### src/rtl/otp_macro_seq.sv
// Command sequencer in front of the OTP macro ready/valid port.
// Optional watchdog enabled by defining OTP_MACRO_SEQ_TIMEOUT_EN.
module otp_macro_seq #(
    parameter int Width         = 16,
    parameter int SizeWidth     = 2,
    parameter int AddrWidth     = 10,
    parameter int ErrWidth      = 3,
    parameter int TimeoutCycles = 1024
) (
    input  logic                             clk_i,
    input  logic                             rst_i,
    input  logic                             init_req_i,
    output logic                             init_done_o,
    input  logic                             req_valid_i,
    output logic                             req_ready_o,
    input  logic                             req_write_i,
    input  logic [AddrWidth-1:0]             req_addr_i,
    input  logic [SizeWidth-1:0]             req_size_i,
    input  logic [(2**SizeWidth)*Width-1:0]  req_wdata_i,
    output logic                             rsp_valid_o,
    output logic [(2**SizeWidth)*Width-1:0]  rsp_rdata_o,
    output logic [ErrWidth-1:0]              rsp_err_o,
    output logic                             busy_o,
    output logic                             otp_valid_o,
    input  logic                             otp_ready_i,
    output logic [1:0]                       otp_cmd_o,
    output logic [SizeWidth-1:0]             otp_size_o,
    output logic [AddrWidth-1:0]             otp_addr_o,
    output logic [(2**SizeWidth)*Width-1:0]  otp_wdata_o,
    input  logic                             otp_rvalid_i,
    input  logic [(2**SizeWidth)*Width-1:0]  otp_rdata_i,
    input  logic [ErrWidth-1:0]              otp_err_i
);

    localparam int IfW = (2**SizeWidth) * Width;
    localparam logic [ErrWidth-1:0] TimeoutErr = '1;

    typedef enum logic [2:0] {
        ResetSt,
        InitCmdSt,
        InitWaitSt,
        IdleSt,
        CmdSt,
        WaitSt,
        ErrSt
    } state_e;

    state_e state_q, state_d;

    logic                 wr_q;
    logic [AddrWidth-1:0] addr_q;
    logic [SizeWidth-1:0] size_q;
    logic [IfW-1:0]       wdata_q;
    logic [ErrWidth-1:0]  err_q;
    logic                 done_q;
    logic                 rsp_valid_q;
    logic [IfW-1:0]       rsp_rdata_q;
    logic [ErrWidth-1:0]  rsp_err_q;
    logic                 timeout;

`ifdef OTP_MACRO_SEQ_TIMEOUT_EN
    localparam int CntW = $clog2(TimeoutCycles) + 1;

    logic [CntW-1:0] cnt_q;
    logic            waiting;

    assign waiting = (state_q == InitWaitSt) || (state_q == WaitSt);

    // Watchdog: zero outside the wait states, saturating count inside them
    always_ff @(posedge clk_i) begin
        if (rst_i) begin
            cnt_q <= '0;
        end else if (!waiting) begin
            cnt_q <= '0;
        end else if (cnt_q != '1) begin
            cnt_q <= cnt_q + 1'b1;
        end
    end

    // A response arriving in the expiry cycle takes priority
    assign timeout = waiting && !otp_rvalid_i &&
                     (cnt_q == CntW'(TimeoutCycles - 1));
`else
    logic unused_timeout;

    assign unused_timeout = ^TimeoutCycles;
    assign timeout        = 1'b0;
`endif

    // State register
    always_ff @(posedge clk_i) begin
        if (rst_i) begin
            state_q <= ResetSt;
        end else begin
            state_q <= state_d;
        end
    end

    // Next state and macro/client handshake outputs
    always_comb begin
        state_d     = state_q;
        req_ready_o = 1'b0;
        otp_valid_o = 1'b0;
        otp_cmd_o   = 2'b00;
        otp_size_o  = '0;
        otp_addr_o  = '0;
        otp_wdata_o = '0;
        unique case (state_q)
            ResetSt: begin
                if (init_req_i) state_d = InitCmdSt;
            end
            InitCmdSt: begin
                otp_valid_o = 1'b1;
                otp_cmd_o   = 2'b11;
                if (otp_ready_i) state_d = InitWaitSt;
            end
            InitWaitSt: begin
                if (otp_rvalid_i) begin
                    state_d = (otp_err_i == '0) ? IdleSt : ErrSt;
                end else if (timeout) begin
                    state_d = ErrSt;
                end
            end
            IdleSt: begin
                req_ready_o = 1'b1;
                if (req_valid_i) state_d = CmdSt;
            end
            CmdSt: begin
                otp_valid_o = 1'b1;
                otp_cmd_o   = {1'b0, wr_q};
                otp_size_o  = size_q;
                otp_addr_o  = addr_q;
                otp_wdata_o = wdata_q;
                if (otp_ready_i) state_d = WaitSt;
            end
            WaitSt: begin
                if (otp_rvalid_i) begin
                    state_d = IdleSt;
                end else if (timeout) begin
                    state_d = ErrSt;
                end
            end
            ErrSt: begin
                req_ready_o = 1'b1;
            end
            default: state_d = ResetSt;
        endcase
    end

    // Request capture, init status and latched error code
    always_ff @(posedge clk_i) begin
        if (rst_i) begin
            wr_q    <= 1'b0;
            addr_q  <= '0;
            size_q  <= '0;
            wdata_q <= '0;
            err_q   <= '0;
            done_q  <= 1'b0;
        end else begin
            if (state_q == IdleSt && req_valid_i) begin
                wr_q    <= req_write_i;
                addr_q  <= req_addr_i;
                size_q  <= req_size_i;
                wdata_q <= req_wdata_i;
            end
            if (state_q == InitWaitSt && otp_rvalid_i) begin
                done_q <= (otp_err_i == '0);
                err_q  <= otp_err_i;
            end
            if (timeout) begin
                done_q <= 1'b0;
                err_q  <= TimeoutErr;
            end
        end
    end

    // Registered one-cycle client response
    always_ff @(posedge clk_i) begin
        if (rst_i) begin
            rsp_valid_q <= 1'b0;
            rsp_rdata_q <= '0;
            rsp_err_q   <= '0;
        end else begin
            rsp_valid_q <= 1'b0;
            rsp_rdata_q <= '0;
            rsp_err_q   <= '0;
            if (state_q == WaitSt && otp_rvalid_i) begin
                rsp_valid_q <= 1'b1;
                rsp_err_q   <= otp_err_i;
                if (!wr_q && otp_err_i == '0) begin
                    rsp_rdata_q <= otp_rdata_i;
                end
            end else if (state_q == WaitSt && timeout) begin
                rsp_valid_q <= 1'b1;
                rsp_err_q   <= TimeoutErr;
            end else if (state_q == ErrSt && req_valid_i) begin
                rsp_valid_q <= 1'b1;
                rsp_err_q   <= err_q;
            end
        end
    end

    assign init_done_o = done_q;
    assign rsp_valid_o = rsp_valid_q;
    assign rsp_rdata_o = rsp_rdata_q;
    assign rsp_err_o   = rsp_err_q;
    assign busy_o      = !(state_q inside {ResetSt, IdleSt, ErrSt});

endmodule

### config.mk
export PLATFORM = sky130hd
export DESIGN_NAME = otp_macro_seq
export DESIGN_NICKNAME = d
export VERILOG_FILES = /design/src/rtl/otp_macro_seq.sv
export SDC_FILE = /design/constraint.sdc
export NUM_CORES = 1
export LEC_CHECK = 0
export ABC_CLOCK_PERIOD_IN_PS = 1850
export BUFFER_PORTS_ARGS = -buffer_cell sky130_fd_sc_hd__buf_2
export CORE_MARGIN = 8
export CORE_UTILIZATION = 40
export DETAILED_ROUTE_END_ITERATION = 8
export PLACE_DENSITY = 0.76
export SLEW_MARGIN = 10
export SYNTH_ARGS = -nofsm -noshare
export SYNTH_HDL_FRONTEND = slang
export SYNTH_SLANG_ARGS = --single-unit
### constraint.sdc
create_clock -name clk_i -period 1.85 [get_ports clk_i]
set_input_delay 0.4625 -clock clk_i [delete_from_list [all_inputs] [get_ports clk_i]]
set_output_delay 0.4625 -clock clk_i [all_outputs]
set_load 0.03 [all_outputs]
* Word level (Yosys, flattened, before mapping)
Index checks and enable logic that the tools add are counted.
Word-level totals: logic and storage cells 57, register bits 152, bits of input ports 150, output and inout port bits 150
Operators by class: reductions and logical operators 14, bitwise operators 3, mux-type cells 18, eq/ne operators 12
Operator list (number):
- 64-bit two-way mux | 1
- 3-bit two-way mux | 9
- 3-bit one-hot mux with 7 select lines | 1
- 2-bit inequality test (second input constant) | 6
- 10-bit two-way mux | 1
- 3-bit equality test (second input constant) | 3
- 7-bit AND reduction | 1
- 3-bit by 2-bit equality test with 1-bit output (second input constant) | 2
- 3-bit zero test | 2
- 1-bit logical AND | 5
- 1-bit two-way mux | 4
- 2-bit one-hot mux with 2 select lines | 1
- 2-bit OR reduction | 2
- 3-bit by 1-bit equality test with 1-bit output (second input constant) | 1
- 1-bit inverter | 3
- 3-bit nonzero test | 1
- 3-bit OR reduction | 1
- 1-bit zero test | 2
- 2-bit two-way mux | 1

* Depth between registers and ports, before layout
Gate-level depths: netlist of run 1.
word-level depth 4, gate-level depth with buffers 8

* Least setup slack after synthesis of run 1
OpenSTA, ideal clock, no wires.
path kind register to output, from reg state_q[2], to out req_ready_o, setup slack -158 ps, data arrival time 1546 ps, required time 1387 ps, buffers on the path 2, stages on the path, launching flop included 5, cells stage by stage dfxtp_1 > buf_2 > clkbuf_1 > nand2b_1 > a21boi_0
Between the ends: word-level cells in the longest chain between the ends 3, elaborated cells on any way between the ends 4
Ends and longest elaborated chain:
- start, declared | RTL line 48 | state_e state_q, state_d;
- start signal, assigned | RTL line 93 | state_q <= ResetSt;
- start signal, assigned | RTL line 95 | state_q <= state_d;
- 3-bit by 2-bit equality test with 1-bit output / 3-bit equality test (equally long branches) | RTL line 108 | unique case (state_q)
- 2-bit OR reduction (no source line) (*)
- 1-bit two-way mux (*) | RTL line 108
- end, declared | RTL line 15 | output logic req_ready_o,
Every way passes the cells marked *; elsewhere a longest branch is shown, timed or not.

* Worst setup path after layout of run 1
from reg state_q[1], to out otp_wdata_o[20]
Between the ends: word-level cells in the longest chain between the ends 2
Ends and longest elaborated chain:
- 3-bit equality test | RTL line 108
- 64-bit two-way mux | RTL line 108
- end, declared | RTL line 29 | output logic [(2**SizeWidth)*Width-1:0] otp_wdata_o,
Every way passes these cells.

==> results_dict.tcl, run 1 <==
set metrics [dict create \
    fillers 1103 \
    root_buffer "clkbuf_16" \
    fin_ws_ps -233 \
    total_power_mw 8.40 \
    antenna_found_initial 1 \
    via_count 5109 \
    drt_first_iter_violations 198 \
    gp_congestion 0.768 \
    cts_sinks 152 \
    min_path_cells 2 \
    synth_top_family_by_area "simple AND/OR/NAND/NOR gates" \
    rrSetupSlack_ps 230 \
    post-route-period-util_pct 113 \
    viasPerCell 4.60 \
    end_kind "output port" \
    timing.rr.start "state_q[1]" \
    final_cells 1110 \
    violations "setup timing" \
    path_class "flop to output port" \
    p_leak_nw 3.93 \
    tightest_slew_ps 457 \
    layout-drive-gt1-share_pct 45.3 \
    core_area_mm2 0.0137 \
    ff_latch_area_mm2 0.00305 \
    p_sw_mw 2.27 \
    ctsLongestPathBuffers 2 \
    period_needed_ps 2080 \
    cts_max_level 4 \
    r2r_cells 6 \
    cts_tree "yes" \
    seq_area_frac_synth_pct 55.4 \
    syn_nets 775 \
    io_pins 300 \
    pwr-share-comb_pct 19.7 \
    synth_area_mm2 0.00550 \
    maxSlewHeadroom_pct 69.5 \
    hp-class "primary input to flop" \
    wire_per_inst_um 16.6 \
    gr-usage-all-layers_pct 19.5 \
    yosys-mux-area-fraction_pct 1.87 \
    area_delta_synth_final_pct 56.4 \
    critical_path_arrival_ps 1620 \
    drc 0 \
    ant_nets 0 \
    fmax_mhz 480 \
    synthArstFlopShare_pct 0 \
    overflow 0 \
    setup.worst_path.start_class "flop" \
    grt_pass1_vias 4948 \
    synth-edff-count 0 \
    sequentialPowerShare_pct 40.6 \
    avgSynthCellArea_um2 8.79 \
    synth_seq_cells 152 \
    switching_share_pct 27.1 \
    yosysWarnings 0 \
    synth.distinct_cells 35 \
    setup_tns_ps -15870 \
    p_clk_share_pct 39.7 \
    p_per_area_mw_per_mm2 977 \
    synth_simple_gate_area_share_pct 30.6 \
    numPortBuffers 299 \
    synth_xor_area_share_pct 0 \
    synth_compound_area_share_pct 8.40 \
    firstDrtPassIters 4 \
    holdPathEnd "rsp_rdata_o[19]" \
    grt_max_degree 87 \
    worstHoldStart "otp_rdata_i[19]" \
    grt_pass1_wl_um 27000 \
    peakVddDrop_mv 0.652 \
    initial_core_util_pct 40.2 \
    drv_cap 0 \
    layout.nets 1068 \
    worstPathRequired_ps 1390 \
    outcome "finished with violations" \
    placedCellCount 1072 \
    clk_latency_ps 410 \
    drt_wl_total_um 18400 \
    rsz0062_at_grt "true" \
    syn_inst 625 \
    synthAdderAreaFrac_pct 0 \
    path_clk_slew_ps 60 \
    fin_skew_ps 5.78 \
    die_w_um 133 \
    cts_buffers 17 \
    utilization_pct 62.9 \
    setup_viol 80 \
    slew_viol_final 0 \
    timing.rr.end "state_q[0]" \
    place_hpwl_um 12300 \
    fp.dieH_um 133 \
    ys.flop_type "dfxtp_1" \
    cp_max_fo 10 \
    multi_input_area_mm2 0.00240 \
    postCtsHoldBufs 0 \
    rows 43 \
    hold_viol 0 \
    dieArea_mm2 0.0177 \
    p_int_mw 6.13 \
]
-- through the flow --
step | area (um2) | worst slack (ps) | hold slack, ps
floorplan | 5530 | 12.4 | 432
CTS | 8430 | -249 | 226
detailed placement | 7260 | 119 | 442
global route | 8600 | -296 | 230
global placement | 7260 | 160 | 437
finish | 8600 | -233 | 243
-- how the worst max path moves through the flow --
stage / start / endpoint / slack, ps
after floorplan: state_q[2] / otp_wdata_o[28] / 10
after global placement: state_q[0] / otp_wdata_o[54] / 160
after detailed placement: state_q[0] / otp_wdata_o[47] / 120
after CTS: state_q[0] / otp_addr_o[2] / -250
after global routing: state_q[1] / otp_wdata_o[49] / -300
final: state_q[1] / otp_wdata_o[20] / -230
-- power by group through the flow --
| stage | clock network, mW | logic (mW) | registers [mW] |
|---|---|---|---|
| after floorplan | 0 | 0.745 | 3.47 |
| after global placement | 0 | 1.17 | 3.47 |
| after detailed placement | 0 | 1.19 | 3.48 |
| after CTS | 3.42 | 1.52 | 3.41 |
| after global routing | 3.53 | 1.76 | 3.42 |
| final | 3.34 | 1.65 | 3.41 |
-- cell families after synthesis --
logic type | Yosys count
buffers and inverters | 47
AOI/OAI and AO/OA | 88
and+or+nand+nor | 329
muxes | 9
DFF | 152
-- layer usage --
| layer | vias to the layer above | wire (um) | track usage, % | part of all wire (%) |
|---|---|---|---|---|
| li1 | 2560 | - | - | - |
| met1 | 2309 | 6780 | 20.1 | 37 |
| met2 | 220 | 9260 | 34.1 | 50 |
| met3 | 20 | 2080 | 9.00 | 11 |
| met4 | 0 | 276 | 7.24 | 1.5 |
| met5 | - | 0 | 0 | 0 |
-- layout make-up --
type | instances | area share [%]
diodes | 1 | 0.0291
clock buffers | 20 | 5.20
clock inverters | 10 | 1.43
inverters | 1 | 0.0437
multi-input cells | 426 | 27.9
flip-flops and latches | 152 | 35.4
well taps | 180 | 2.62
repair buffers | 320 | 27.3
-- state kept, by name, summed over array words and instances (netlist names), 2 cells and up --
signal	count
wdata_q	64
size_q	2
rsp_err_o	3
state_q	3
addr_q	10
err_q	3
rsp_rdata_o	64
-- cells in the final DEF, fill, tap and decap left out, types with 2 or more instances in the layout --
| cell type | Yosys | routed |
|---|---|---|
| a21oi_1 | 78 | 78 |
| and2_1 | 140 | 79 |
| and2_2 | 0 | 19 |
| and2_4 | 0 | 42 |
| buf_12 | 0 | 7 |
| buf_16 | 0 | 3 |
| buf_2 | 12 | 218 |
| buf_4 | 1 | 8 |
| buf_6 | 0 | 82 |
| bufinv_16 | 0 | 2 |
| clkbuf_1 | 23 | 2 |
| clkbuf_16 | 0 | 19 |
| clkinv_4 | 0 | 2 |
| clkinvlp_4 | 0 | 3 |
| dfxtp_1 | 152 | 150 |
| dfxtp_2 | 0 | 2 |
| inv_6 | 0 | 2 |
| mux2i_1 | 8 | 8 |
| nand2_1 | 157 | 157 |
| nand2b_1 | 3 | 3 |
| nand3_4 | 1 | 2 |
| nor2_1 | 11 | 10 |
| nor2b_1 | 4 | 4 |
| nor3_1 | 2 | 2 |
| o21ai_0 | 4 | 4 |
-- cells in the mapped netlist, types with 2 or more instances --
cell type / number / area (um2)
nand2_1: 157 / 589
dfxtp_1: 152 / 3040
and2_1: 140 / 876
a21oi_1: 78 / 390
clkbuf_1: 23 / 86.3
buf_2: 12 / 60.1
nor2_1: 11 / 41.3
mux2i_1: 8 / 80.1
clkbuf_2: 7 / 35.0
nor2b_1: 4 / 25.0
o21ai_0: 4 / 20.0
buf_1: 3 / 11.3
nand2b_1: 3 / 18.8
nor3_1: 2 / 10.0
-- critical path: stages (launching register included) --
cell	delay (ps)
dfxtp_2	330
nor3b_4	230
buf_6	190
clkbuf_16	170
and2_1	150
buf_6	130
-- timing repair --
action                                  4_1_cts  5_1_grt
setup buffers                                 2        0
endpoints found under the setup margin       81       81
pin swaps                                     2        4
resized for setup                           167       44
cloned                                        3        2
Power figures use the tool's default switching activity.
==> run 2, diff against run 1 <==
RECOVER_POWER = 25   (was default)
SKIP_CTS_REPAIR_TIMING = 1   (was default)
==> run 2 against run 1 <==
The run still ends with setup timing left. Sequential cell count stayed put. Cell count is 0.18% lower. Utilization down 1.9 points. Design area shrank 3.1%. Wire length is 2.7% lower. Largest power group unchanged.
==> results_dict.tcl, run 2 (synthesized netlist as in run 1, its figures left out) <==
set metrics [dict create \
    outcome "finished with violations" \
    violations "setup timing" \
    holdPathEnd "rsp_rdata_o[38]" \
    timing.rr.end "state_q[0]" \
    initial_core_util_pct 40.2 \
    grt_pass1_vias 4746 \
    firstDrtPassIters 4 \
    fp.dieH_um 133 \
    crit_path_max_incr_delay_ps 350 \
    gr-usage-all-layers_pct 18.0 \
    viasPerCell 4.56 \
    layout.nets 1066 \
    fillers 1164 \
    rrSetupSlack_ps 100 \
    worst-path-buf-inv 3 \
    cts_buffers 17 \
    fin_ws_ps -247 \
    final_cell_mix "buf_2, nand2_1, dfxtp_1" \
    path_clk_slew_ps 60 \
    die_w_um 133 \
    core_area_mm2 0.0137 \
    ctsLongestPathBuffers 2 \
    cp.depth 5 \
    crit_slowest_cell "dfxtp_2" \
    fmax_mhz 477 \
    io_pins 300 \
    rows 43 \
    root_buffer "clkbuf_16" \
    cp_max_fo 10 \
    place_hpwl_um 12300 \
    drt_first_iter_violations 193 \
    tightest_slew_ps 470 \
    worstHoldStart "otp_rdata_i[38]" \
    ant_nets 0 \
    min_path_cells 2 \
    peakVddDrop_mv 0.659 \
    detailedPlace.worstSlack_ps 119 \
    hold_viol 0 \
    antenna_found_initial 2 \
    area_delta_synth_final_pct 51.6 \
    wire_per_inst_um 16.2 \
    layout_commonest_cell "buf_2" \
    cts_sinks 152 \
    via_count 5058 \
    grt_max_degree 87 \
    crit_family "buffers and inverters" \
    setup.worst_path.start_class "flop" \
    drv_cap 0 \
    post-route-period-util_pct 113 \
    period_needed_ps 2100 \
    grt_pass1_wl_um 25300 \
    drt_wl_total_um 17900 \
    critical_path_arrival_ps 1630 \
    clk_latency_ps 410 \
    path_cells "nor3b_4 -> buf_6 -> buf_6 -> and2_1 -> clkbuf_4" \
    end_kind "output port" \
    r2r_cells 5 \
    setup_viol 80 \
    numPortBuffers 299 \
    maxSlewHeadroom_pct 68.6 \
    fin_skew_ps 6.46 \
    path_class "flop to output port" \
    p_per_area_mw_per_mm2 991 \
    crit_top_cell "buf_6" \
    layout-drive-gt1-share_pct 36.2 \
    dieArea_mm2 0.0177 \
    cts_tree "yes" \
    drc 0 \
    rsz0062_at_grt "true" \
    p_leak_nw 3.62 \
    hp-class "primary input to flop" \
    overflow 0 \
    slew_viol_final 0 \
    timing.rr.start "state_q[2]" \
    gp_congestion 0.768 \
    timing.hold.ws_ps 245 \
    worstPathRequired_ps 1390 \
    cts_max_level 4 \
]
-- run 2: cell type report --
cell class / instances / area [um2] / share of cell area, %
Multi-Input combinational cell: 426 / 2320 / 27.9
Clock inverter: 10 / 123 / 1.47
Timing Repair Buffer: 318 / 2160 / 25.9
Sequential cell: 152 / 3050 / 36.6
Inverter: 1 / 3.75 / 0.0451
Tap cell: 180 / 225 / 2.70
Antenna cell: 1 / 2.50 / 0.0300
Clock buffer: 20 / 447 / 5.36
-- run 2: where the power goes --
part           total [mW]  switching (mW)  internal [mW]  leakage [nW]
clock network        3.33            1.32           2.02         0.269
logic                1.52           0.852          0.663          2.13
registers            3.41          0.0525           3.36          1.23
-- run 2: stage by stage --
step | cell area [um2] | util (%) | power (mW) | setup TNS (ps) | std cells
floorplan | 5530 | - | 4.21 | 0 | 625
global route | 8330 | 61.0 | 8.57 | -22370 | 1108
finish | 8330 | 61.0 | 8.26 | -16400 | 1108
global placement | 7260 | 53.1 | 4.64 | 0 | 1072
detailed placement | 7260 | 53.1 | 4.66 | 0 | 1072
CTS | 7830 | 57.3 | 8.01 | -24090 | 1102
-- run 2: how the worst max path moves through the flow --
stage,start,to
2_1_floorplan,state_q[2],otp_wdata_o[28]
5_1_grt,state_q[0],otp_wdata_o[54]
3_3_place_gp,state_q[0],otp_wdata_o[54]
4_1_cts,state_q[0],otp_wdata_o[47]
3_5_place_dp,state_q[0],otp_wdata_o[47]
6_report,state_q[0],otp_wdata_o[54]
-- run 2: metal layers --
metal	part of all wire, %	global-route usage, %	wire, um	vias up
li1	-	-	-	2554
met1	37	18.4	6660	2282
met2	50	30.3	8980	204
met3	11	9.86	2000	18
met4	1.5	7.05	260	0
met5	0	0	0	-
==> run 3, diff against run 2 <==
BUFFER_PORTS_ARGS = default   (was -buffer_cell sky130_fd_sc_hd__buf_2)
CORE_AREA = 8 8 112 114   (was default)
CORE_MARGIN = default   (was 8)
CORE_UTILIZATION = default   (was 40)
DIE_AREA = 0 0 120 122   (was default)
DONT_BUFFER_PORTS = 1   (was default)
GPL_TIMING_DRIVEN = 0   (was default)
PLACE_DENSITY = 0.69   (was 0.76)
==> run 3 against run 2 <==
The run still ends with setup timing left. Via count down 17%. Count of clock-buffer cells in the layout fell by 2. Clock power down 2%. Cell count fell by 27%.
==> results_dict.tcl, run 3 (synthesized netlist as in run 1, its figures left out) <==
set metrics [dict create \
    antenna_cells 0 \
    cts_buffers 17 \
    fp.dieH_um 122 \
    fmax_mhz 434 \
    ff_latch_area_mm2 0.00305 \
    clk_latency_ps 520 \
    place_hpwl_um 12400 \
    die_w_um 120 \
    hp-class "primary input to flop" \
    placedCellCount 765 \
    ctsLongestPathBuffers 2 \
    crit_path_max_incr_delay_ps 340 \
    firstDrtPassIters 5 \
    layout.nets 805 \
    p_leak_nw 2.59 \
    timing.rr.start "state_q[1]" \
    fillers 917 \
    area_delta_synth_final_pct 22.3 \
    period_needed_ps 2300 \
    initial_core_util_pct 51.4 \
    drc 0 \
    violations "setup timing" \
    p_clk_share_pct 39.9 \
    dieArea_mm2 0.0146 \
    peakVddDrop_mv 0.589 \
    grt_max_degree 17 \
    io_pins 300 \
    cts_tree "yes" \
    crit_slowest_cell "dfxtp_2" \
    viasPerCell 5.21 \
    drv_cap 0 \
    drt_wl_total_um 16100 \
    p_int_mw 5.85 \
    fin_skew_ps 5.87 \
    timing.rr.end "wdata_q[24]" \
    numPortBuffers 0 \
    crit_family "buffers and inverters" \
    final_cells 808 \
    pwr-share-comb_pct 18.1 \
    worst-path-buf-inv 4 \
    total_power_mw 8.15 \
    p_per_area_mw_per_mm2 1210 \
    overflow 0 \
    p_sw_mw 2.30 \
    grt_pass1_wl_um 23000 \
    maxSlewHeadroom_pct 62.2 \
    worstPathRequired_ps 1390 \
    sequentialPowerShare_pct 42.0 \
    end_kind "output port" \
    root_buffer "clkbuf_8" \
    slew_viol_final 0 \
    wire_per_inst_um 19.9 \
    drt_first_iter_violations 232 \
    cp_max_fo 10 \
    setup.worst_path.start_class "flop" \
    antenna_found_initial 0 \
    final_cell_mix "nand2_1, dfxtp_1, a21oi_1" \
    path_class "flop to output port" \
    worstHoldStart "otp_rdata_i[4]" \
    ant_nets 0 \
    core_area_mm2 0.0107 \
    layout-drive-gt1-share_pct 24.4 \
    r2r_cells 7 \
    critical_path_arrival_ps 1840 \
    layout_commonest_cell "nand2_1" \
    grt_pass1_vias 4112 \
    setup_viol 111 \
    hold_viol 0 \
    path_clk_slew_ps 70 \
    gp_congestion 0.814 \
    min_path_cells 1 \
    gr-usage-all-layers_pct 20.4 \
    path_cells "buf_6 -> nor3b_4 -> buf_4 -> buf_12 -> clkbuf_16 -> and2_4" \
    outcome "finished with violations" \
    rrSetupSlack_ps -50 \
    fin_ws_ps -453 \
    post-route-period-util_pct 124 \
    rsz0062_at_grt "true" \
    multi_input_area_mm2 0.00248 \
    tightest_slew_ps 567 \
    via_count 4208 \
    cts_sinks 152 \
    switching_share_pct 28.2 \
    rows 38 \
    holdPathEnd "rsp_rdata_o[4]" \
    cts_max_level 4 \
]
==> run 3: per-stage QoR <==
step	area [um2]	utilization (%)	setup WS, ps	TNS (ps)	hold slack [ps]
final	6720	62.8	-453	-34560	50.7
after global routing	6720	62.8	-540	-45300	33.1
after CTS	6270	58.6	-1070	-70260	28.4
after detailed placement	5710	53.3	-502	-29360	443
after global placement	5710	53.3	-469	-26930	437
after floorplan	5530	-	12.4	0	432
==> run 3: power by group through the flow <==
| stage | combinational [mW] | sequential (mW) | clock (mW) |
|---|---|---|---|
| final | 1.47 | 3.42 | 3.25 |
| after detailed placement | 0.969 | 3.48 | 0 |
| after global routing | 1.58 | 3.43 | 3.48 |
| after global placement | 0.935 | 3.48 | 0 |
| after CTS | 0.970 | 3.41 | 3.31 |
| after floorplan | 0.745 | 3.47 | 0 |
==> run 3: how the worst max path moves through the flow <==
stage          startpoint         endpoint  depth (start not counted)  slack, ps
2_1_floorplan  state_q[2]  otp_wdata_o[28]                          5         10
4_1_cts        state_q[2]  otp_wdata_o[38]                          5      -1070
5_1_grt        state_q[0]  otp_wdata_o[38]                          6       -540
3_3_place_gp   state_q[2]  otp_wdata_o[38]                          5       -470
6_report       state_q[0]  otp_wdata_o[48]                          6       -450
3_5_place_dp   state_q[2]  otp_wdata_o[30]                          5       -500
==> run 3: layout make-up <==
class	count	share of cell area [%]
inverters	1	0.0558
plain buffers	45	4.28
clock inverters	14	2.05
clock buffers	18	6.37
flip-flops and latches	152	45.3
well taps	140	2.61
multi-input cells	426	36.9
repair buffers	12	2.40
==> run 3: worst register-to-register path, cell delays in order, from the launching register on <==
cell and delay, ps:
dfxtp_4 370, buf_6 120, clkbuf_2 170, nand3_1 240
clkbuf_1 390, clkbuf_2 300, nand2_1 70, a21oi_1 160
==> run 3: metal layers <==
layer / vias to the layer above / routed length, um / track usage (%)
met3: 25 / 1780 / 10.0
li1: 2036 / - / -
met1: 1913 / 5780 / 20.7
met4: 0 / 354 / 9.06
met5: - / 0 / 0
met2: 234 / 8180 / 35.2
